**src/rtl/mem_map_pkg.sv**
```systemverilog
// Shared definitions for the M-stage bus controller: system address map
// windows, timer COUNT register addresses, req_op encodings and FSM states.
package mem_map_pkg;

  // Address windows (inclusive limits).
  localparam logic [31:0] DM_BASE    = 32'h0000_0000;
  localparam logic [31:0] DM_LIMIT   = 32'h0000_2fff;
  localparam logic [31:0] TMR0_BASE  = 32'h0000_7f00;
  localparam logic [31:0] TMR0_LIMIT = 32'h0000_7f0b;
  localparam logic [31:0] TMR1_BASE  = 32'h0000_7f10;
  localparam logic [31:0] TMR1_LIMIT = 32'h0000_7f1b;
  localparam logic [31:0] IRQ_BASE   = 32'h0000_7f20;
  localparam logic [31:0] IRQ_LIMIT  = 32'h0000_7f23;

  // Timer COUNT registers are read-only.
  localparam logic [31:0] TMR0_COUNT = 32'h0000_7f08;
  localparam logic [31:0] TMR1_COUNT = 32'h0000_7f18;

  // req_op encodings (stores reuse them: 001/010 sb, 011/100 sh).
  localparam logic [2:0] OP_WORD  = 3'b000;
  localparam logic [2:0] OP_UBYTE = 3'b001;
  localparam logic [2:0] OP_SBYTE = 3'b010;
  localparam logic [2:0] OP_UHALF = 3'b011;
  localparam logic [2:0] OP_SHALF = 3'b100;

  // Controller FSM states.
  typedef logic [1:0] state_t;
  localparam state_t ST_IDLE = 2'd0;
  localparam state_t ST_BUSY = 2'd1;
  localparam state_t ST_DONE = 2'd2;

  function automatic logic in_win(input logic [31:0] a,
                                  input logic [31:0] base,
                                  input logic [31:0] limit);
    return (a >= base) && (a <= limit);
  endfunction

endpackage

```
**src/rtl/mem_load_ext.sv**
```systemverilog
// Load data alignment: picks the byte/halfword addressed by byte_off out of
// the bus word and zero/sign-extends it according to op.
//   op       in  3   req_op encoding of the load
//   byte_off in  2   low address bits of the load
//   word     in  32  raw bus read word
//   data     out 32  right-aligned, extended load result
module mem_load_ext
  import mem_map_pkg::*;
(
  input  logic [2:0]  op,
  input  logic [1:0]  byte_off,
  input  logic [31:0] word,
  output logic [31:0] data
);

  logic [7:0]  byte_sel;
  logic [15:0] half_sel;

  always_comb begin
    byte_sel = word[{byte_off, 3'b000} +: 8];
    half_sel = byte_off[1] ? word[31:16] : word[15:0];
    case (op)
      OP_UBYTE: data = {24'h000000, byte_sel};
      OP_SBYTE: data = {{24{byte_sel[7]}}, byte_sel};
      OP_UHALF: data = {16'h0000, half_sel};
      OP_SHALF: data = {{16{half_sel[15]}}, half_sel};
      default:  data = word;
    endcase
  end

endmodule

```
**src/rtl/mem_bus_ctrl.sv**
```systemverilog
// M-stage load/store sequencer for the shared system bus.
// Checks legality, drives lane enables and replicated store data, waits for a
// variable-latency bus_ack (with timeout) and returns extended load data or
// an AdEL/AdES exception.
//   clk, reset              clock, async active-low reset
//   req_*                   M-stage request (valid, we, op, addr, ovf, wdata, flush)
//   stall                   hold M stage and earlier
//   resp_valid/resp_rdata   one-cycle completion pulse, extended load data
//   exc_adel/exc_ades       load/store address exception, valid with resp_valid
//   bus_*                   system bus master side
//   dbg_state               current FSM state
//
// Handshake: a request is taken when req_valid=1 in IDLE; the CPU keeps the
// request stable while stall=1, and the access ends with a single-cycle
// resp_valid in DONE (where stall is 0). On the bus, bus_req/addr/we/byteen/
// wdata stay constant while in BUSY and the transfer ends on the cycle
// bus_ack=1; bus_ack at any other time is ignored.
module mem_bus_ctrl
  import mem_map_pkg::*;
#(
  parameter int TIMEOUT = 16,
  parameter int CNT_W   = 5
) (
  input  logic        clk,
  input  logic        reset,
  input  logic        req_valid,
  input  logic        req_we,
  input  logic [2:0]  req_op,
  input  logic [31:0] req_addr,
  input  logic        req_ovf,
  input  logic [31:0] req_wdata,
  input  logic        req_flush,
  output logic        stall,
  output logic        resp_valid,
  output logic [31:0] resp_rdata,
  output logic        exc_adel,
  output logic        exc_ades,
  output logic        bus_req,
  output logic        bus_we,
  output logic [31:0] bus_addr,
  output logic [3:0]  bus_byteen,
  output logic [31:0] bus_wdata,
  input  logic        bus_ack,
  input  logic [31:0] bus_rdata,
  output logic [1:0]  dbg_state
);

  localparam logic [CNT_W-1:0] TERM_CNT = CNT_W'(TIMEOUT - 1);

  state_t           state_q;
  logic [CNT_W-1:0] cnt_q;
  logic [31:0]      addr_q;
  logic [2:0]       op_q;
  logic             we_q;
  logic [31:0]      wdata_q;
  logic [31:0]      rdata_q;
  logic             exc_q;
  logic             kill_q;

  // Legality of the incoming request.
  logic is_word, is_half, is_byte, in_dm, in_tmr, in_irq, is_count, illegal;

  always_comb begin
    is_word  = (req_op == OP_WORD);
    is_byte  = (req_op == OP_UBYTE) || (req_op == OP_SBYTE);
    is_half  = (req_op == OP_UHALF) || (req_op == OP_SHALF);
    in_dm    = in_win(req_addr, DM_BASE, DM_LIMIT);
    in_tmr   = in_win(req_addr, TMR0_BASE, TMR0_LIMIT) ||
               in_win(req_addr, TMR1_BASE, TMR1_LIMIT);
    in_irq   = in_win(req_addr, IRQ_BASE, IRQ_LIMIT);
    is_count = (req_addr == TMR0_COUNT) || (req_addr == TMR1_COUNT);
    illegal  = req_ovf
             | (req_op > OP_SHALF)
             | (is_word & (req_addr[1:0] != 2'b00))
             | (is_half & req_addr[0])
             | ((is_byte | is_half) & in_tmr)   // timers are word-only
             | ~(in_dm | in_tmr | in_irq)
             | (req_we & is_count);
  end

  always_ff @(posedge clk or negedge reset) begin
    if (!reset) begin
      state_q <= ST_IDLE;
      cnt_q   <= '0;
      addr_q  <= '0;
      op_q    <= '0;
      we_q    <= 1'b0;
      wdata_q <= '0;
      rdata_q <= '0;
      exc_q   <= 1'b0;
      kill_q  <= 1'b0;
    end else begin
      case (state_q)
        ST_IDLE: begin
          cnt_q  <= '0;
          exc_q  <= 1'b0;
          kill_q <= 1'b0;
          if (req_valid && !req_flush) begin
            addr_q  <= req_addr;
            op_q    <= req_op;
            we_q    <= req_we;
            wdata_q <= req_wdata;
            rdata_q <= '0;
            if (illegal) begin
              exc_q   <= 1'b1;
              state_q <= ST_DONE;
            end else begin
              state_q <= ST_BUSY;
            end
          end
        end
        ST_BUSY: begin
          // A flush cannot abort the bus cycle; it only hides the response.
          if (req_flush) kill_q <= 1'b1;
          if (bus_ack) begin
            rdata_q <= bus_rdata;
            state_q <= ST_DONE;
          end else if (cnt_q == TERM_CNT) begin
            exc_q   <= 1'b1;
            state_q <= ST_DONE;
          end else begin
            cnt_q <= cnt_q + 1'b1;
          end
        end
        ST_DONE: state_q <= ST_IDLE;
        default: state_q <= ST_IDLE;
      endcase
    end
  end

  // Lane enables and replicated store data from the latched request.
  logic [3:0]  lane_be;
  logic [31:0] lane_wd;

  always_comb begin
    lane_be = 4'b0000;
    lane_wd = '0;
    case (op_q)
      OP_WORD: begin
        lane_be = 4'b1111;
        lane_wd = wdata_q;
      end
      OP_UBYTE, OP_SBYTE: begin
        lane_be = 4'b0001 << addr_q[1:0];
        lane_wd = {4{wdata_q[7:0]}};
      end
      OP_UHALF, OP_SHALF: begin
        lane_be = addr_q[1] ? 4'b1100 : 4'b0011;
        lane_wd = {2{wdata_q[15:0]}};
      end
      default: begin
        lane_be = 4'b0000;
        lane_wd = '0;
      end
    endcase
  end

  logic [31:0] ext_data;

  mem_load_ext u_load_ext (
    .op       (op_q),
    .byte_off (addr_q[1:0]),
    .word     (rdata_q),
    .data     (ext_data)
  );

  logic busy, done, resp_ok;

  assign busy    = (state_q == ST_BUSY);
  assign done    = (state_q == ST_DONE);
  assign resp_ok = done & ~kill_q & ~req_flush;

  assign stall      = ((state_q == ST_IDLE) & req_valid) | busy;
  assign resp_valid = resp_ok;
  assign exc_adel   = resp_ok & exc_q & ~we_q;
  assign exc_ades   = resp_ok & exc_q & we_q;
  assign resp_rdata = (resp_ok & ~we_q & ~exc_q) ? ext_data : '0;

  assign bus_req    = busy;
  assign bus_we     = busy & we_q;
  assign bus_addr   = busy ? {addr_q[31:2], 2'b00} : '0;
  assign bus_byteen = (busy & we_q) ? lane_be : 4'b0000;
  assign bus_wdata  = (busy & we_q) ? lane_wd : '0;
  assign dbg_state  = state_q;

endmodule

```
**config.mk**
```make
export PLATFORM = sky130hd
export DESIGN_NAME = mem_bus_ctrl
export DESIGN_NICKNAME = d
export VERILOG_FILES = /design/src/rtl/mem_map_pkg.sv /design/src/rtl/mem_load_ext.sv /design/src/rtl/mem_bus_ctrl.sv
export SDC_FILE = /design/constraint.sdc
export NUM_CORES = 1
export LEC_CHECK = 0
export BUFFER_PORTS_ARGS = -buffer_cell sky130_fd_sc_hd__buf_2
export CAP_MARGIN = 10
export CORE_AREA = 2 2 163 165
export CTS_CLUSTER_SIZE = 12
export DETAILED_ROUTE_END_ITERATION = 10
export DIE_AREA = 0 0 165 167
export MAX_ROUTING_LAYER = met4
export PLACE_DENSITY = 0.49
export RECOVER_POWER = 100
export SETUP_SLACK_MARGIN = 0.4
export SLEW_MARGIN = 20
export SYNTH_ARGS = -nofsm -noshare
export SYNTH_HDL_FRONTEND = slang
export SYNTH_SLANG_ARGS = --single-unit
```
**constraint.sdc**
```tcl
create_clock -name clk -period 4.15 [get_ports clk]
set_input_delay 0.2075 -clock clk [delete_from_list [all_inputs] [get_ports clk]]
set_output_delay 0.2075 -clock clk [all_outputs]
set_load 0.01 [all_outputs]
```
==> impl_metrics.py <==
metrics = {
    "outcome": {
        "status": "finished, violations left",
        "violations": "max-capacitance violations, max-slew violations",
    },
    "timing": {
        "max-slew-margin-rel_pct": -52.22,
        "worstMarginPinSlew_ns": 2.283,
        "hold_viol_final": 0,
        "fmax_ghz": 0.3016,
        "fin_crit_sh_pct": 79.90,
        "setup_tns_ns": 0,
        "rsz0062_at_grt": "false",
        "slew_viol_final": 107,
        "setup_ws_ns": 0.8343,
        "setup_viol": 0,
        "finalCriticalPeriod_ns": 3.316,
        "skew_ns": 0.005465,
    },
    "pwr": {
        "combPwrFrac_pct": 23.2,
        "vdd_ir_drop_max_uv": 174.4,
        "power.switching_w": 0.0008820,
        "power.leakage_nw": 3.227,
        "sequentialPowerShare_pct": 46.6,
        "clkPwrFrac_pct": 30.3,
        "intPower_w": 0.001910,
        "swShare_pct": 31.59,
        "powerDensity_mw_per_mm2": 357.3,
    },
    "synthesis": {
        "netlist_area_mm2": 0.006336,
        "synth_ff_type": "dfrtp_1",
        "synth_edf_count": 0,
        "synthCells": 677,
        "async_flop_share_pct": 100.0,
        "syn_area_per_cell_um2": 9.359,
        "ys_warn_count": 0,
        "synth_seq_cells": 109,
        "yosysSeqAreaShare_pct": 43.05,
        "synth_cell_types": 64,
    },
    "worst_setup_path": {
        "r2r_cells": 3,
        "path_class": "register to output port",
        "endpoint_kind": "output port",
        "regToRegSetupSlack_ns": 1.11,
        "crit_path_max_fanout": 19,
        "r2r-end": "wdata_q[23]$_DFFE_PN0P_",
        "critPathLaunchType": "register",
        "required_ns": 3.94,
        "r2r-start": "dbg_state[0]$_DFFE_PN0P_",
        "worst_ep_arrival_time_ns": 3.11,
    },
    "floorplanning": {
        "rows": 59,
        "ioPinCount": 214,
        "start_util_pct": 24.59,
        "fp.dieW_um": 165,
        "die-area_mm2": 0.02756,
        "fp.dieH_um": 167,
        "core_area_mm2": 0.02576,
    },
    "layout": {
        "drive_above_1_share_pct": 28.64,
        "final_cell_mix": "126 x buf_2, 113 x nand2_1, 109 x dfrtp_1, 87 x clkbuf_1, 74 x mux2_2",
        "final_common_cell": "buf_2",
        "fin_nets": 969,
        "area_growth_pct": 23.30,
    },
    "cts": {
        "clk_root_buffer_cell": "clkbuf_16",
        "postCtsHoldBufs": 1,
        "ctsResizeCount": 0,
        "cts_sinks": 109,
        "clock_latency_ns": 0.35,
        "clock_path_buffers": 2,
        "htree_levels": 3,
        "clkTransAtPathRegs_ns": 0.08,
        "cts_tree": "yes",
        "cts_setup_buffers": 0,
        "numCtsBuffers": 9,
    },
    "hold_path": {
        "worstHoldEndpoint": "wdata_q[9]$_DFFE_PN0P_",
        "hp-class": "input pin to register",
        "min_from": "req_wdata[9]",
        "holdPathStages": 2,
    },
    "detailed_routing": {
        "avgRoutedWirePerCell_um": 17.19,
        "final_antenna_net_count": 0,
        "vias_per_cell": 4.669,
        "route.vias.total": 5626,
        "drtPass1Iterations": 5,
        "drc": 0,
        "drt_iter0_drc": 307,
        "routed_wl_um": 20710,
    },
    "place": {
        "place.gp.congestion": 0.7915,
        "io_buffer_count": 211,
        "hpwl_um": 14970,
        "pre_cts_ws_ns": 1.471,
    },
    "global_routing": {
        "grt_pass1_vias": 5731,
        "grt.total_usage_pct": 15.74,
        "grt_max_degree": 71,
        "grt_pass1_wl_um": 32700,
        "antenna_found_initial": 4,
        "grt-ovfl-total": 0,
    },
    "flow_run": {
        "drv_cap": 2,
    },
}
==> worst max-delay path, cell delays in order (launching register included) <==
cell,delay [ns]
dfrtp_1,0.64
nor4b_1,0.70
nand2_2,0.43
nor3b_2,0.59
a221o_1,0.24
clkbuf_1,0.15
==> metal layers <==
| layer | GRT usage (%) | share of wire [%] | up-vias |
|---|---|---|---|
| met3 | 3.238 | 5.4 | 22 |
| li1 | - | - | 2733 |
| met1 | 21.16 | 46 | 2696 |
| met4 | 4.461 | 1.7 | 0 |
| met2 | 23.93 | 47 | 175 |
| met5 | - | 0 | - |
==> logic make-up (layout without fill, tap and decap cells) <==
| group | Yosys count | in the layout | share of synthesized area, % |
|---|---|---|---|
| and+or+nand+nor | 246 | 246 | 19.12 |
| AOI/OAI and AO/OA | 175 | 175 | 17.48 |
| DFF | 109 | 109 | 43.05 |
| muxes | 84 | 84 | 14.93 |
| buffers and inverters | 56 | 244 | 4.285 |
| adders and majority gates | 3 | 3 | 0.5529 |
| xor gates and xnor gates | 3 | 3 | 0.5333 |
| other | 1 | 6 | 0.05918 |
==> state kept, by name (all words and copies together) (netlist names) <==
name and flops:
kill_q 1, op_q 3, dbg_state 2, wdata_q 32, cnt_q 5, exc_q 1, we_q 1, rdata_q 32
addr_q 32
==> cells in the mapped netlist (3+ instances only) <==
library cell,n,area [um^2]
a21oi_1,62,310.3
a221o_1,8,80.08
a22oi_1,15,112.6
a31oi_1,10,62.56
and2_1,39,244.0
and3_1,3,18.77
buf_1,3,11.26
buf_2,18,90.09
buf_4,4,30.03
buf_6,3,33.78
clkbuf_1,21,78.83
dfrtp_1,109,2728
inv_1,4,15.01
mux2_2,74,833.3
mux2i_1,9,90.09
nand2_1,113,424.2
nand2b_1,4,25.02
nand3_1,4,20.02
nor2_1,46,172.7
nor2b_1,7,43.79
nor4_1,5,31.28
o21a_1,17,127.6
o21ai_0,44,220.2
or2_2,8,50.05
==> how the worst max path moves through the flow <==
stage / cells past startpoint / end / slack (ns) / from
floorplan: 6 / resp_rdata[21] / 2.26 / dbg_state[0]$_DFFE_PN0P_
global placement: 7 / resp_rdata[0] / 1.58 / op_q[0]$_DFFE_PN0P_
detailed placement: 7 / resp_rdata[6] / 1.47 / op_q[0]$_DFFE_PN0P_
CTS: 7 / resp_rdata[6] / 1.08 / op_q[0]$_DFFE_PN0P_
global route: 3 / wdata_q[17]$_DFFE_PN0P_ / 0.46 / reset
finish: 5 / resp_rdata[0] / 0.83 / dbg_state[1]$_DFFE_PN0P_
==> power by group through the flow <==
stage / Combinational [W] / Sequential (W) / Clock [W]
after floorplan: 0.000491 / 0.00126 / 0
after global placement: 0.000647 / 0.00132 / 0
after detailed placement: 0.000653 / 0.00132 / 0
after CTS: 0.000656 / 0.00130 / 0.000884
after global routing: 0.000722 / 0.00132 / 0.000920
final: 0.000646 / 0.00130 / 0.000846
==> through the flow <==
stage	cells	total power (W)	utilization [%]	instance area, um^2	hold slack [ns]
6_report	1205	0.002792	30.32	7812	0.08007
2_1_floorplan	678	0.001751	-	6340	-0.08809
3_3_place_gp	1184	0.001963	29.76	7666	0.2267
4_1_cts	1201	0.002840	30.88	7955	0.06509
3_5_place_dp	1184	0.001971	29.76	7666	0.2226
5_1_grt	1205	0.002963	30.32	7812	0.06441
==> cell type report <==
| type | instances | area, um^2 |
|---|---|---|
| fillers | 2791 | 17950 |
| multi-input cells | 513 | 3329 |
| flip-flops and latches | 109 | 2728 |
| repair buffers | 222 | 1025 |
| well taps | 335 | 419.2 |
| clock buffers | 12 | 246.5 |
| clock inverters | 4 | 32.53 |
| inverters | 6 | 22.52 |
| diodes | 4 | 10.01 |
Power figures use the tool's default switching activity.
